$ cat config.mk
export PLATFORM = sky130hd
export DESIGN_NAME = dma_xfer_ctrl
export DESIGN_NICKNAME = d
export VERILOG_FILES = /design/src/rtl/dma_xfer_ctrl.sv
export SDC_FILE = /design/constraint.sdc
export NUM_CORES = 1
export LEC_CHECK = 0
export CORE_MARGIN = 4
export CORE_UTILIZATION = 54
export DETAILED_ROUTE_END_ITERATION = 12
export PLACE_DENSITY = 0.87
export SLEW_MARGIN = 10
export SYNTH_ARGS = -nofsm -noshare
export SYNTH_HDL_FRONTEND = slang
export SYNTH_SLANG_ARGS = --single-unit
$ cat constraint.sdc
create_clock -name clk -period 4 [get_ports clk]
set_input_delay 0.8 -clock clk [delete_from_list [all_inputs] [get_ports clk]]
set_output_delay 0.8 -clock clk [all_outputs]
set_load 0.03 [all_outputs]
$ cat src/rtl/dma_xfer_ctrl.sv
// Single-channel DMA sequencer: copies xfer_len words from src to dst via read/write bus pairs.
// Optional DMA_FIXED_DST_EN adds dst_fixed, which holds the write address constant (IO FIFO).
module dma_xfer_ctrl #(
    parameter int unsigned ADDR_WIDTH = 32,
    parameter int unsigned DATA_WIDTH = 32,
    parameter int unsigned LEN_WIDTH  = 16
) (
    input  logic                  clk,
    input  logic                  rst_n,
    input  logic                  start,
    input  logic [ADDR_WIDTH-1:0] src_addr,
    input  logic [ADDR_WIDTH-1:0] dst_addr,
    input  logic [LEN_WIDTH-1:0]  xfer_len,
`ifdef DMA_FIXED_DST_EN
    input  logic                  dst_fixed,
`endif
    input  logic                  abort,
    input  logic                  irq_clr,
    output logic                  busy,
    output logic                  done_irq,
    output logic                  aborted,
    output logic [LEN_WIDTH-1:0]  words_done,
    output logic                  m_req,
    output logic                  m_we,
    output logic [ADDR_WIDTH-1:0] m_addr,
    output logic [DATA_WIDTH-1:0] m_wdata,
    input  logic                  m_gnt,
    input  logic                  m_rvalid,
    input  logic [DATA_WIDTH-1:0] m_rdata
);

    localparam logic [2:0] StIdle   = 3'd0;
    localparam logic [2:0] StRdReq  = 3'd1;
    localparam logic [2:0] StRdWait = 3'd2;
    localparam logic [2:0] StWrReq  = 3'd3;
    localparam logic [2:0] StFinish = 3'd4;

    localparam logic [ADDR_WIDTH-1:0] Stride = ADDR_WIDTH'(DATA_WIDTH / 8);

    logic [2:0]            state_q, state_d;
    logic [ADDR_WIDTH-1:0] src_q, src_d, dst_q, dst_d;
    logic [LEN_WIDTH-1:0]  len_q, len_d, words_q, words_d, words_inc;
    logic [DATA_WIDTH-1:0] buf_q, buf_d;
    logic                  done_q, done_d, aborted_q, aborted_d;
    logic                  abort_pend_q, abort_pend_d;
`ifdef DMA_FIXED_DST_EN
    logic                  fixed_q, fixed_d;
`endif

    assign words_inc = words_q + 1'b1;

    always_comb begin
        state_d      = state_q;
        src_d        = src_q;
        dst_d        = dst_q;
        len_d        = len_q;
        words_d      = words_q;
        buf_d        = buf_q;
        done_d       = done_q;
        aborted_d    = aborted_q;
        abort_pend_d = abort_pend_q;
`ifdef DMA_FIXED_DST_EN
        fixed_d      = fixed_q;
`endif
        // Clear first so a FINISH set in the same cycle takes priority.
        if (irq_clr) begin
            done_d = 1'b0;
        end
        case (state_q)
            StIdle: begin
                if (start) begin
                    src_d        = src_addr;
                    dst_d        = dst_addr;
                    len_d        = xfer_len;
                    words_d      = '0;
                    aborted_d    = 1'b0;
                    abort_pend_d = 1'b0;
`ifdef DMA_FIXED_DST_EN
                    fixed_d      = dst_fixed;
`endif
                    state_d      = (xfer_len == '0) ? StFinish : StRdReq;
                end
            end
            StRdReq: begin
                if (m_gnt) begin
                    abort_pend_d = abort;
                    state_d      = StRdWait;
                end else if (abort) begin
                    aborted_d = 1'b1;
                    state_d   = StFinish;
                end
            end
            StRdWait: begin
                if (abort) begin
                    abort_pend_d = 1'b1;
                end
                if (m_rvalid) begin
                    if (abort_pend_q || abort) begin
                        aborted_d = 1'b1;
                        state_d   = StFinish;
                    end else begin
                        buf_d   = m_rdata;
                        state_d = StWrReq;
                    end
                end
            end
            StWrReq: begin
                if (m_gnt) begin
                    words_d = words_inc;
                    src_d   = src_q + Stride;
`ifdef DMA_FIXED_DST_EN
                    dst_d   = fixed_q ? dst_q : dst_q + Stride;
`else
                    dst_d   = dst_q + Stride;
`endif
                    if (abort || words_inc == len_q) begin
                        aborted_d = abort;
                        state_d   = StFinish;
                    end else begin
                        state_d = StRdReq;
                    end
                end else if (abort) begin
                    aborted_d = 1'b1;
                    state_d   = StFinish;
                end
            end
            StFinish: begin
                done_d  = 1'b1;
                state_d = StIdle;
            end
            default: state_d = StIdle;
        endcase
    end

    always_ff @(posedge clk or negedge rst_n) begin
        if (!rst_n) begin
            state_q      <= StIdle;
            src_q        <= '0;
            dst_q        <= '0;
            len_q        <= '0;
            words_q      <= '0;
            buf_q        <= '0;
            done_q       <= 1'b0;
            aborted_q    <= 1'b0;
            abort_pend_q <= 1'b0;
`ifdef DMA_FIXED_DST_EN
            fixed_q      <= 1'b0;
`endif
        end else begin
            state_q      <= state_d;
            src_q        <= src_d;
            dst_q        <= dst_d;
            len_q        <= len_d;
            words_q      <= words_d;
            buf_q        <= buf_d;
            done_q       <= done_d;
            aborted_q    <= aborted_d;
            abort_pend_q <= abort_pend_d;
`ifdef DMA_FIXED_DST_EN
            fixed_q      <= fixed_d;
`endif
        end
    end

    // Bus outputs decode straight from state so reset drops m_req asynchronously.
    assign busy       = (state_q != StIdle);
    assign done_irq   = done_q;
    assign aborted    = aborted_q;
    assign words_done = words_q;
    assign m_req      = (state_q == StRdReq) || (state_q == StWrReq);
    assign m_we       = (state_q == StWrReq);
    assign m_addr     = (state_q == StRdReq) ? src_q :
                        (state_q == StWrReq) ? dst_q : '0;
    assign m_wdata    = (state_q == StWrReq) ? buf_q : '0;

endmodule
==> qor.tcl <==
set qor(insertedDiodeCount) 0
set qor(drive_above_1_share) 0.08604
set qor(cell_type_of_the_slowest_stage_on_the_worst_timing_path) {clkdlybuf4s50_1}
set qor(synth_flop_cell) {dfrtp_1}
set qor(portBuffers) 203
set qor(grt_pass1_wl_mm) 39.09
set qor(cp_data_arrival_time_ps) 2530
set qor(critPathMaxFanout) 37
set qor(drt_drc_violations_left) 0
set qor(final_max_slew_viol_count) 0
set qor(pin_count_of_the_biggest_net_entering_global_routing) 104
set qor(critical_path_data_required_time_ps) 3200
set qor(place_congestion) 0.9055
set qor(fill_cells) 1054
set qor(dp_hpwl_mm) 17.22
set qor(post-synth-top-area-fraction) 0.4133
set qor(cts_hold_buffers) 0
set qor(drt_first_pass_iters) 6
set qor(tritoncts) {done}
set qor(post_synth_main_area_contributors) {dfrtp_1 (41%), nand2_1 (6.3%), a21oi_1 (5.7%)}
set qor(via_per_inst) 6.086
set qor(clock_latency_on_the_worst_skew_pair_ps) 430
set qor(io-pin-count) 204
set qor(path_buf_inv) 3
set qor(detailedRoute.firstIterationViolations) 961
set qor(wl_per_cell_um) 18.84
set qor(rr_startpoint) {state_q[2]}
set qor(dpl_cell_area_mm2) 0.01021
set qor(cts.reportedPaths.clkPinSlew_ps) 60
set qor(clock-root-buffer) {clkbuf_16}
set qor(antenna_found_initial) 0
set qor(max_stage_delay_ps) 600
set qor(crit_path_end_kind) {output port}
set qor(postSynthRegisterBits) 134
set qor(final_nets) 1248
set qor(floorplan.rows) 44
set qor(ys_async_sr_fraction) 1.000
set qor(chipHeight_um) 130.6
set qor(finalWorstPathRequiredPeriod_ps) 3328
set qor(vias) 8052
set qor(first_global_vias) 7747
set qor(start_util) 0.5541
set qor(cts_max_path_buffers) 2
set qor(stdcell_count) 1323
set qor(library_cell_with_the_largest_summed_area_after_synthesis) {dfrtp_1}
set qor(finalSetupTns_ps) 0
set qor(worst_setup_path_startpoint) {state_q[2]}
set qor(tightestPinTransition_ps) 951.3
set qor(finalSetupViolCount) 0
set qor(grt_setup_unrepaired) {false}
set qor(timing.reg2reg.worst_path_depth) 9
set qor(h-tree-depth) 4
set qor(final_core_utilization) 0.7360
set qor(synth.most_common_cell) {nand2_1}
set qor(groute.usage.overall) 0.2910
set qor(cts_num_sinks) 134
set qor(finalHoldViolCount) 0
set qor(layout.cell_area.non_filler_mm2) 0.01078
set qor(antenna_left) 0
set qor(coreArea_mm2) 0.01464
set qor(die-width_um) 130.6
set qor(cts_setup_buffers) 0
set qor(total_leakage_power_nw) 4.387
set qor(ff2ff_setup_slack_ps) 870
set qor(grt_remaining_overflow) 0
set qor(achievable-frequency_ghz) 0.3005
set qor(status) {completed}
set qor(number_of_instances_resized_during_post_cts_repair) 0
set qor(hold_ws_ps) 456.1
set qor(max_slew_margin) 0.3658
set qor(synth.net_count) 1086
set qor(synth.avg_cell_area_um2) 8.417
set qor(post_synth_most_frequent_cells) {nand2_1 (137), dfrtp_1 (134), a21oi_1 (92), nor2_1 (92), o21ai_0 (68)}
set qor(worst-setup-path-type) {register to output port}
set qor(crit_family) {buffers and inverters}
set qor(crit-reg2reg-capture) {src_q[24]}
set qor(number_of_maximum_capacitance_violations) 0
set qor(synth.distinct_cells) 63
set qor(worst_setup_path_start_kind) {register}
set qor(p_per_area_mw_per_mm2) 706.9
set qor(postRouteWirelength_mm) 24.92
set qor(irDropWorstVdd_mv) 0.4820
set qor(flow.area_growth_from_synthesis_pct) 32.83
set qor(synth_edf_count) 0
set qor(final_min_period_over_clock_period) 0.8320
set qor(seq_area_frac_synth) 0.4133
set qor(crit_path_cell_trace) {nand2b_1 -> inv_1 -> nand2_2 -> clkinv_2 -> and2_1 -> clkdlybuf4s50_1}
set qor(placedCellCount) 1291
set qor(timing.clock.skew_ps) 7.201
set qor(tritoncts_buffers) 17
set qor(dieArea_mm2) 0.01705
set qor(netlist_area_mm2) 0.008114
set qor(holdCritPathClass) {input pin to asynchronous set/reset pin}
set qor(post_synth_inst_count) 964
set qor(synthesis.yosys.warnings) 0
[layout by cell type, fill, tap and decap left out, drive strengths merged, types with 16 or more instances in the layout]
cell type,synthesis,layout
mux2i,36,36
nor2,92,92
a21oi,92,92
nand4,18,18
inv,17,17
and2,42,42
a31oi,16,16
clkbuf,49,18
dfrtp,134,134
nor3,16,16
o21ai,68,68
o22ai,20,20
clkdlybuf4s50,0,202
mux2,33,33
nand3,38,38
nand2,137,137
[per-stage QoR]
step,power (mW),worst slack (ps)
floorplan,4.838,1114
global placement,5.945,1046
detailed placement,6.065,975.8
CTS,7.596,670.1
global route,8.105,472.4
finish,7.619,672.0
[routing by layer]
layer  global-route usage  wire (µm)  vias to the layer above
li1                     -          -                     3763
met1               0.3715       9984                     3784
met2               0.4656      11770                      444
met3              0.09472       2437                       61
met4               0.1053        726                        0
met5                    0          0                        -
[cells by family (layout without fill, tap and decap cells)]
kind of cell	count (synthesis)	count (layout)	share of synthesized area
DFF	134	134	0.4133
and+or+nand+nor	394	394	0.2370
xor gates and xnor gates	22	22	0.02375
AOI/OAI and AO/OA	252	252	0.1855
muxes	69	69	0.09021
adders and majority gates	3	3	0.004627
buffers and inverters	90	265	0.04564
[worst max-delay path by stage]
| stage | to | slack, ps | depth (start not counted) |
|---|---|---|---|
| floorplan | m_wdata[22] | 1110 | 8 |
| global placement | dst_q[30] | 1050 | 7 |
| detailed placement | src_q[24] | 980 | 9 |
| CTS | m_wdata[4] | 670 | 6 |
| global route | m_wdata[31] | 470 | 6 |
| finish | m_wdata[4] | 670 | 6 |
[report_power, final]
part / total, mW / internal [mW] / switching (mW)
clock network: 1.51 / 0.873 / 0.635
registers: 2.53 / 1.92 / 0.606
logic: 3.58 / 1.51 / 2.08
[state kept, by name, summed over array words and instances, names as in the netlist]
register and count:
buf_q 32, dst_q 32, src_q 32, len_q 16, words_done 16, state_q 3
abort_pend_q 1, aborted 1, done_irq 1
[cell type report]
type                    count  area (µm²)  share of cell area
inverters                  17       65.06            0.006037
well taps                 184       230.2             0.02136
clock inverters            14       130.1             0.01207
multi-input cells         740        4403              0.4085
flip-flops and latches    134        3354              0.3112
clock buffers              18       439.2             0.04075
repair buffers            216        2156              0.2000
Note: power is estimated with default switching activity, not from simulation.
